## src/rtl/bus_pkg.sv

```systemverilog
// Shared definitions for the two-master serial bus arbiter.
//   - bus_state_t : sequencer state encoding
//   - bus_mode_t  : transfer direction carried on the serial mode line
//   - GRANT_M1/M2 : encoding of the last-granted master
//   - default widths / timeout and a constant-evaluable clog2
package bus_pkg;

    typedef enum logic [2:0] {
        ST_IDLE    = 3'd0,
        ST_ADDR    = 3'd1,
        ST_WDATA   = 3'd2,
        ST_RDATA   = 3'd3,
        ST_RELEASE = 3'd4
    } bus_state_t;

    typedef enum logic {
        MODE_READ  = 1'b0,
        MODE_WRITE = 1'b1
    } bus_mode_t;

    localparam logic GRANT_M1 = 1'b0;
    localparam logic GRANT_M2 = 1'b1;

    localparam int BUS_ADDR_WIDTH = 12;
    localparam int BUS_DATA_WIDTH = 8;
    localparam int BUS_TIMEOUT    = 64;

    // Number of bits needed to hold values 0 .. value-1 (at least 1).
    function automatic int clog2(input int value);
        int result;
        result = 1;
        for (int i = 1; i < 31; i++) begin
            if ((1 << i) < value) begin
                result = i + 1;
            end
        end
        return result;
    endfunction

endpackage

```

## src/rtl/rr_arb2.sv

```systemverilog
// Two-way round-robin pick.
//   req1, req2  : requests from master 1 / master 2
//   last_grant  : master granted most recently (GRANT_M1 / GRANT_M2)
//   pick1/pick2 : one-hot winner, both low when nobody requests
module rr_arb2
    import bus_pkg::*;
(
    input  logic req1,
    input  logic req2,
    input  logic last_grant,
    output logic pick1,
    output logic pick2
);

    // On contention the master that did not win last time goes first.
    always_comb begin
        pick1 = req1 && (!req2 || (last_grant == GRANT_M2));
        pick2 = req2 && (!req1 || (last_grant == GRANT_M1));
    end

endmodule

```

## src/rtl/bus_arbiter.sv

```systemverilog
// Two-master arbiter and sequencer for the shared serial system bus.
// Grants the bus round-robin, muxes the granted master onto the bus,
// follows the transfer bit by bit (address, then write or read data)
// to release the grant exactly at the end, and aborts stalled grants.
//   clk, rst                     : clock, synchronous active-high reset
//   breq1/2                      : bus requests
//   bgrant1/2                    : registered grants, at most one high
//   m1_*/m2_* wdata,mode,mvalid  : serial signals from each master
//   m1_*/m2_* rdata,svalid       : read data returned to each master
//   bus_wdata/mode/mvalid        : granted master's signals to the slaves
//   bus_rdata/svalid/sready      : slave read data, valid and idle flag
//   busy                         : a grant is active
//   timeout                      : one-cycle pulse on watchdog abort
module bus_arbiter
    import bus_pkg::*;
#(
    parameter int ADDR_WIDTH = BUS_ADDR_WIDTH,
    parameter int DATA_WIDTH = BUS_DATA_WIDTH,
    parameter int TIMEOUT    = BUS_TIMEOUT
) (
    input  logic clk,
    input  logic rst,
    input  logic breq1,
    input  logic breq2,
    output logic bgrant1,
    output logic bgrant2,
    input  logic m1_wdata,
    input  logic m2_wdata,
    input  logic m1_mode,
    input  logic m2_mode,
    input  logic m1_mvalid,
    input  logic m2_mvalid,
    output logic m1_rdata,
    output logic m2_rdata,
    output logic m1_svalid,
    output logic m2_svalid,
    output logic bus_wdata,
    output logic bus_mode,
    output logic bus_mvalid,
    input  logic bus_rdata,
    input  logic bus_svalid,
    input  logic bus_sready,
    output logic busy,
    output logic timeout
);

    localparam int MAX_WIDTH = (ADDR_WIDTH > DATA_WIDTH) ? ADDR_WIDTH : DATA_WIDTH;
    localparam int BIT_CNT_W = clog2(MAX_WIDTH + 1);
    localparam int WD_W      = clog2(TIMEOUT);

    localparam logic [BIT_CNT_W-1:0] ADDR_LAST = BIT_CNT_W'(ADDR_WIDTH - 1);
    localparam logic [BIT_CNT_W-1:0] DATA_LAST = BIT_CNT_W'(DATA_WIDTH - 1);
    localparam logic [WD_W-1:0]      WD_LAST   = WD_W'(TIMEOUT - 1);

    bus_state_t           state_q, state_d;
    logic                 bgrant1_q, bgrant1_d;
    logic                 bgrant2_q, bgrant2_d;
    logic                 last_grant_q, last_grant_d;
    logic                 mode_q, mode_d;
    logic [BIT_CNT_W-1:0] bit_cnt_q, bit_cnt_d;
    logic [WD_W-1:0]      wd_cnt_q, wd_cnt_d;
    logic                 timeout_q, timeout_d;
    logic                 busy_q, busy_d;

    logic pick1, pick2;
    logic g_breq;
    logic g_svalid;
    logic activity;
    logic mode_eff;
    logic end_grant;

    rr_arb2 u_rr_arb2 (
        .req1       (breq1),
        .req2       (breq2),
        .last_grant (last_grant_q),
        .pick1      (pick1),
        .pick2      (pick2)
    );

    // Bus mux driven from the registered grant; the ungranted master is
    // invisible to both the slaves and the sequencer.
    always_comb begin
        bus_wdata  = 1'b0;
        bus_mode   = 1'b0;
        bus_mvalid = 1'b0;
        g_breq     = 1'b0;
        if (bgrant1_q) begin
            bus_wdata  = m1_wdata;
            bus_mode   = m1_mode;
            bus_mvalid = m1_mvalid;
            g_breq     = breq1;
        end else if (bgrant2_q) begin
            bus_wdata  = m2_wdata;
            bus_mode   = m2_mode;
            bus_mvalid = m2_mvalid;
            g_breq     = breq2;
        end
        m1_rdata  = bgrant1_q & bus_rdata;
        m1_svalid = bgrant1_q & bus_svalid;
        m2_rdata  = bgrant2_q & bus_rdata;
        m2_svalid = bgrant2_q & bus_svalid;
        g_svalid  = (bgrant1_q | bgrant2_q) & bus_svalid;
        activity  = bus_mvalid | g_svalid;
    end

    always_comb begin
        state_d      = state_q;
        bgrant1_d    = bgrant1_q;
        bgrant2_d    = bgrant2_q;
        last_grant_d = last_grant_q;
        mode_d       = mode_q;
        bit_cnt_d    = bit_cnt_q;
        wd_cnt_d     = wd_cnt_q;
        timeout_d    = 1'b0;
        end_grant    = 1'b0;
        // With a one-bit address the direction must come from this very bit.
        mode_eff     = (bit_cnt_q == '0) ? bus_mode : mode_q;

        case (state_q)
            ST_IDLE: begin
                bit_cnt_d = '0;
                wd_cnt_d  = '0;
                if (pick1 || pick2) begin
                    state_d      = ST_ADDR;
                    bgrant1_d    = pick1;
                    bgrant2_d    = pick2;
                    last_grant_d = pick2 ? GRANT_M2 : GRANT_M1;
                end
            end
            ST_ADDR: begin
                // A master may withdraw only before its first bit.
                if ((bit_cnt_q == '0) && !g_breq) begin
                    end_grant = 1'b1;
                end else if (bus_mvalid) begin
                    if (bit_cnt_q == '0) begin
                        mode_d = bus_mode;
                    end
                    if (bit_cnt_q == ADDR_LAST) begin
                        bit_cnt_d = '0;
                        state_d   = (mode_eff == MODE_WRITE) ? ST_WDATA : ST_RDATA;
                    end else begin
                        bit_cnt_d = bit_cnt_q + 1'b1;
                    end
                end
            end
            ST_WDATA: begin
                if (bus_mvalid) begin
                    if (bit_cnt_q == DATA_LAST) begin
                        bit_cnt_d = '0;
                        state_d   = ST_RELEASE;
                    end else begin
                        bit_cnt_d = bit_cnt_q + 1'b1;
                    end
                end
            end
            ST_RDATA: begin
                if (g_svalid) begin
                    if (bit_cnt_q == DATA_LAST) begin
                        bit_cnt_d = '0;
                        state_d   = ST_RELEASE;
                    end else begin
                        bit_cnt_d = bit_cnt_q + 1'b1;
                    end
                end
            end
            ST_RELEASE: begin
                if (bus_sready) begin
                    end_grant = 1'b1;
                end
            end
            default: begin
                end_grant = 1'b1;
            end
        endcase

        // Any bit movement restarts the watchdog, so a completing bit always
        // beats an expiry on the same edge. A normal release also suppresses it.
        if (state_q != ST_IDLE) begin
            if (activity) begin
                wd_cnt_d = '0;
            end else if ((wd_cnt_q == WD_LAST) && !end_grant) begin
                timeout_d = 1'b1;
                end_grant = 1'b1;
            end else begin
                wd_cnt_d = wd_cnt_q + 1'b1;
            end
        end

        // last_grant is left alone so an aborted master still loses the next tie.
        if (end_grant) begin
            state_d   = ST_IDLE;
            bgrant1_d = 1'b0;
            bgrant2_d = 1'b0;
            bit_cnt_d = '0;
            wd_cnt_d  = '0;
        end

        busy_d = (state_d != ST_IDLE);
    end

    always_ff @(posedge clk) begin
        if (rst) begin
            state_q      <= ST_IDLE;
            bgrant1_q    <= 1'b0;
            bgrant2_q    <= 1'b0;
            last_grant_q <= GRANT_M2;
            mode_q       <= MODE_READ;
            bit_cnt_q    <= '0;
            wd_cnt_q     <= '0;
            timeout_q    <= 1'b0;
            busy_q       <= 1'b0;
        end else begin
            state_q      <= state_d;
            bgrant1_q    <= bgrant1_d;
            bgrant2_q    <= bgrant2_d;
            last_grant_q <= last_grant_d;
            mode_q       <= mode_d;
            bit_cnt_q    <= bit_cnt_d;
            wd_cnt_q     <= wd_cnt_d;
            timeout_q    <= timeout_d;
            busy_q       <= busy_d;
        end
    end

    assign bgrant1 = bgrant1_q;
    assign bgrant2 = bgrant2_q;
    assign busy    = busy_q;
    assign timeout = timeout_q;

endmodule

```

## config.mk

```make
export PLATFORM = sky130hd
export DESIGN_NAME = bus_arbiter
export DESIGN_NICKNAME = d
export VERILOG_FILES = /design/src/rtl/bus_pkg.sv /design/src/rtl/rr_arb2.sv /design/src/rtl/bus_arbiter.sv
export SDC_FILE = /design/constraint.sdc
export NUM_CORES = 1
export LEC_CHECK = 0
export ABC_AREA = 1
export CORE_MARGIN = 10
export CORE_UTILIZATION = 46
export DETAILED_ROUTE_END_ITERATION = 16
export PLACE_DENSITY = 0.84
export SYNTH_ARGS = -nofsm -noshare
export SYNTH_HDL_FRONTEND = slang
export SYNTH_HIERARCHICAL = 1
export SYNTH_SLANG_ARGS = --single-unit
```

## constraint.sdc

```tcl
create_clock -name clk -period 1.32 [get_ports clk]
set_input_delay 0.264 -clock clk [delete_from_list [all_inputs] [get_ports clk]]
set_output_delay 0.264 -clock clk [all_outputs]
set_load 0.01 [all_outputs]
```

==> run_results.csv <==
group,metric,value,unit
logic_synthesis,synthArstFlopShare,0,%
sta,worst_pin_slew,0.4518,ns
logic_synthesis,ys_seq_elements,19,
grt,grt_antenna_before_repair,1,
logic_synthesis,synth-edff-count,0,
power,leakage,1.083,nW
die,die_w,72.23,um
cells_and_area,layout-drive-gt1-share,54.98,%
grt,grt_max_degree,12,
logic_synthesis,yosys-top-cells-area,"dfxtp_1 30%, nand2_1 16%, inv_1 8.7%, nand3_1 8.0%, nor2_1 5.4%",
die,fp-row-count,18,
sta,relSlewSlack,69.77,%
logic_synthesis,seq_area_frac_synth,30.31,%
critical_path,end_kind,"flip-flop",
logic_synthesis,yosysTopAreaCell,"dfxtp_1",
sta,final-setup-viol-count,23,
grt,overflow,0,
logic_synthesis,synth_ff_type,"dfxtp_1",
grt,gr-usage-all-layers,17.91,%
logic_synthesis,synthesis.area,1255,um^2
logic_synthesis,avgSynthCellArea,6.469,um^2
clock_network,htreeDepth,1,
die,ios,24,
power,peakVddDrop,1.200,mV
clock_network,clock_sinks,19,
critical_path,worst_ep_arrival_time,1.93,ns
die,die_area,5217,um^2
cells_and_area,final_nets,288,
logic_synthesis,synth.most_common_cell,"nand2_1",
clock_network,clockBufferDepth,2,
run_status,failed_checks,"setup timing",
critical_path,path_class,"flip-flop to flip-flop",
clock_network,ctsHoldBuffers,0,
critical_path,worstPathRequired,1.58,ns
logic_synthesis,synth_top_area_share,30.31,%
clock_network,numCtsBuffers,3,
clock_network,clockRootBuffer,"clkbuf_4",
place,dp_hpwl,2.634,mm
drt,viasPerCell,5.894,
sta,skew,0.006065,ns
clock_network,clock_latency,0.32,ns
sta,rsz0062_at_grt,"true",
logic_synthesis,syn_inst,194,
logic_synthesis,synth.net_count,210,
drt,dr.pass1.iters,8,
sta,finalHoldViolCount,0,
logic_synthesis,synth_cell_types,28,
logic_synthesis,ys_top_cells_by_count,"52 x nand2_1, 29 x inv_1, 20 x nand3_1",
drt,drc,0,
clock_network,cts_tree,"built",
run_status,outcome,"complete, but fails checks",
drt,wl_per_cell,20.23,um
place,place_congestion,0.8554,
die,start_util,49.31,%
place,io_buffers,23,
die,die_h,72.23,um
drt,drt_iter0_markers,258,
sta,period_needed,1.669,ns
sta,period_share,126.5,%
grt,first_global_vias,1641,
sta,fmax,0.5990,GHz
logic_synthesis,synth_warnings,6,
grt,grt_pass1_wl,7.583,mm
die,core,2545,um^2
critical_path,cp-start-kind,"flip-flop",
flow_run,max_cap_violations,0,
sta,slew_viol_final,0,
power,p_per_area,1203,nW/um^2
drt,wirelength,6.108,mm
drt,via_count,1780,
cells_and_area,final_cells,302,
sta,hold_slack,0.5773,ns
clock_network,path_clk_slew,0.13,ns
critical_path,cp_max_fo,4,
place,placed_cells,276,
min_path,hold_path.class,"flip-flop to flip-flop",
cells_and_area,area_delta_synth_final,82.45,%
sta,timing.final.ws_setup,-0.3495,ns
drt,ant_nets,0,
==> path summary, 6_finish.rpt <==
kind	start	to	slack (ns)	cells past startpoint
min reg2reg	mode_q	mode_q	0.58	2
max	state_q[1]	wd_cnt_q[2]	-0.35	8
min	mode_q	mode_q	0.58	2
max reg2reg	state_q[1]	wd_cnt_q[2]	-0.35	8
==> cell type report <==
class / instances / area (um^2)
Fill cell: 106 / 255.2
Sequential cell: 19 / 399.1
Clock buffer: 3 / 22.52
Timing Repair Buffer: 75 / 650.6
Multi-Input combinational cell: 138 / 1032
Tap cell: 30 / 37.54
Inverter: 35 / 140.1
Antenna cell: 1 / 2.502
Clock inverter: 1 / 5.005
==> layout by cell type (no fill, tap or decap), drive strengths merged <==
master / count
a22oi: 1
o21ai: 15
clkinv: 3
nor2: 23
dlygate4sd2: 3
nand3: 24
a21oi: 7
dfxtp: 19
ha: 3
a21boi: 1
clkbuf: 4
buf: 60
nand2: 54
clkdlybuf4s50: 11
nor3b: 1
nand4: 3
inv: 33
diode: 1
xor2: 3
xnor2: 1
nor3: 2
==> cell families (layout without fill, tap and decap cells) <==
group / count (synthesis) / after routing / synth area share, %
compound gates: 24 / 24 / 12.06
buf+inv: 37 / 114 / 11.46
xor+xnor: 4 / 4 / 2.792
other cells: 0 / 1 / 0
simple gates: 107 / 107 / 40.38
flops: 19 / 19 / 30.31
fa+ha+maj: 3 / 3 / 2.991
==> state kept, by name, indices dropped and copies added, names as in the netlist <==
register,count
bgrant1,1
bgrant2,1
bit_cnt_q,4
busy,1
last_grant_q,1
mode_q,1
state_q,3
timeout,1
wd_cnt_q,6
==> report_power, final <==
part / switching [mW] / internal [mW] / total [mW]
Clock: 0.213 / 0.114 / 0.327
Combinational: 0.929 / 0.778 / 1.71
Sequential: 0.0690 / 0.651 / 0.720
==> worst max-delay path: stages, from the launching register on <==
cell     delay (ns)
dfxtp_2        0.38
inv_1          0.08
nand2_1        0.13
o21ai_2        0.27
buf_4          0.20
nand4_1        0.16
nand2_1        0.14
nand3_1        0.13
nor2_2         0.13
==> per-stage QoR <==
step	cell area, um^2	utilization, %	power [mW]	setup TNS, ns	setup WS (ns)
floorplan	1333	-	1.322	-0.09439	-0.01405
global placement	1810	71.14	1.690	-9.002	-0.5131
detailed placement	1810	71.14	1.726	-9.672	-0.5137
CTS	2051	80.58	2.314	-3.301	-0.2097
global route	2290	89.97	2.888	-6.549	-0.4064
finish	2290	89.97	2.755	-5.157	-0.3495
==> what timing repair did <==
| action | CTS | global route |
|---|---|---|
| setup endpoints to repair | 29 | 28 |
| pin swaps | 16 | 22 |
| resized for setup | 74 | 50 |
| setup buffers | 14 | 9 |
==> per-layer routing <==
metal | up-vias | part of all wire, % | global-route usage, %
met3 | 58 | 9.4 | 3.537
li1 | 770 | - | -
met2 | 163 | 48 | 31.97
met1 | 789 | 35 | 18.29
met4 | 0 | 7.9 | 12.26
met5 | - | 0 | 0
(Power assumes the default switching activity.)
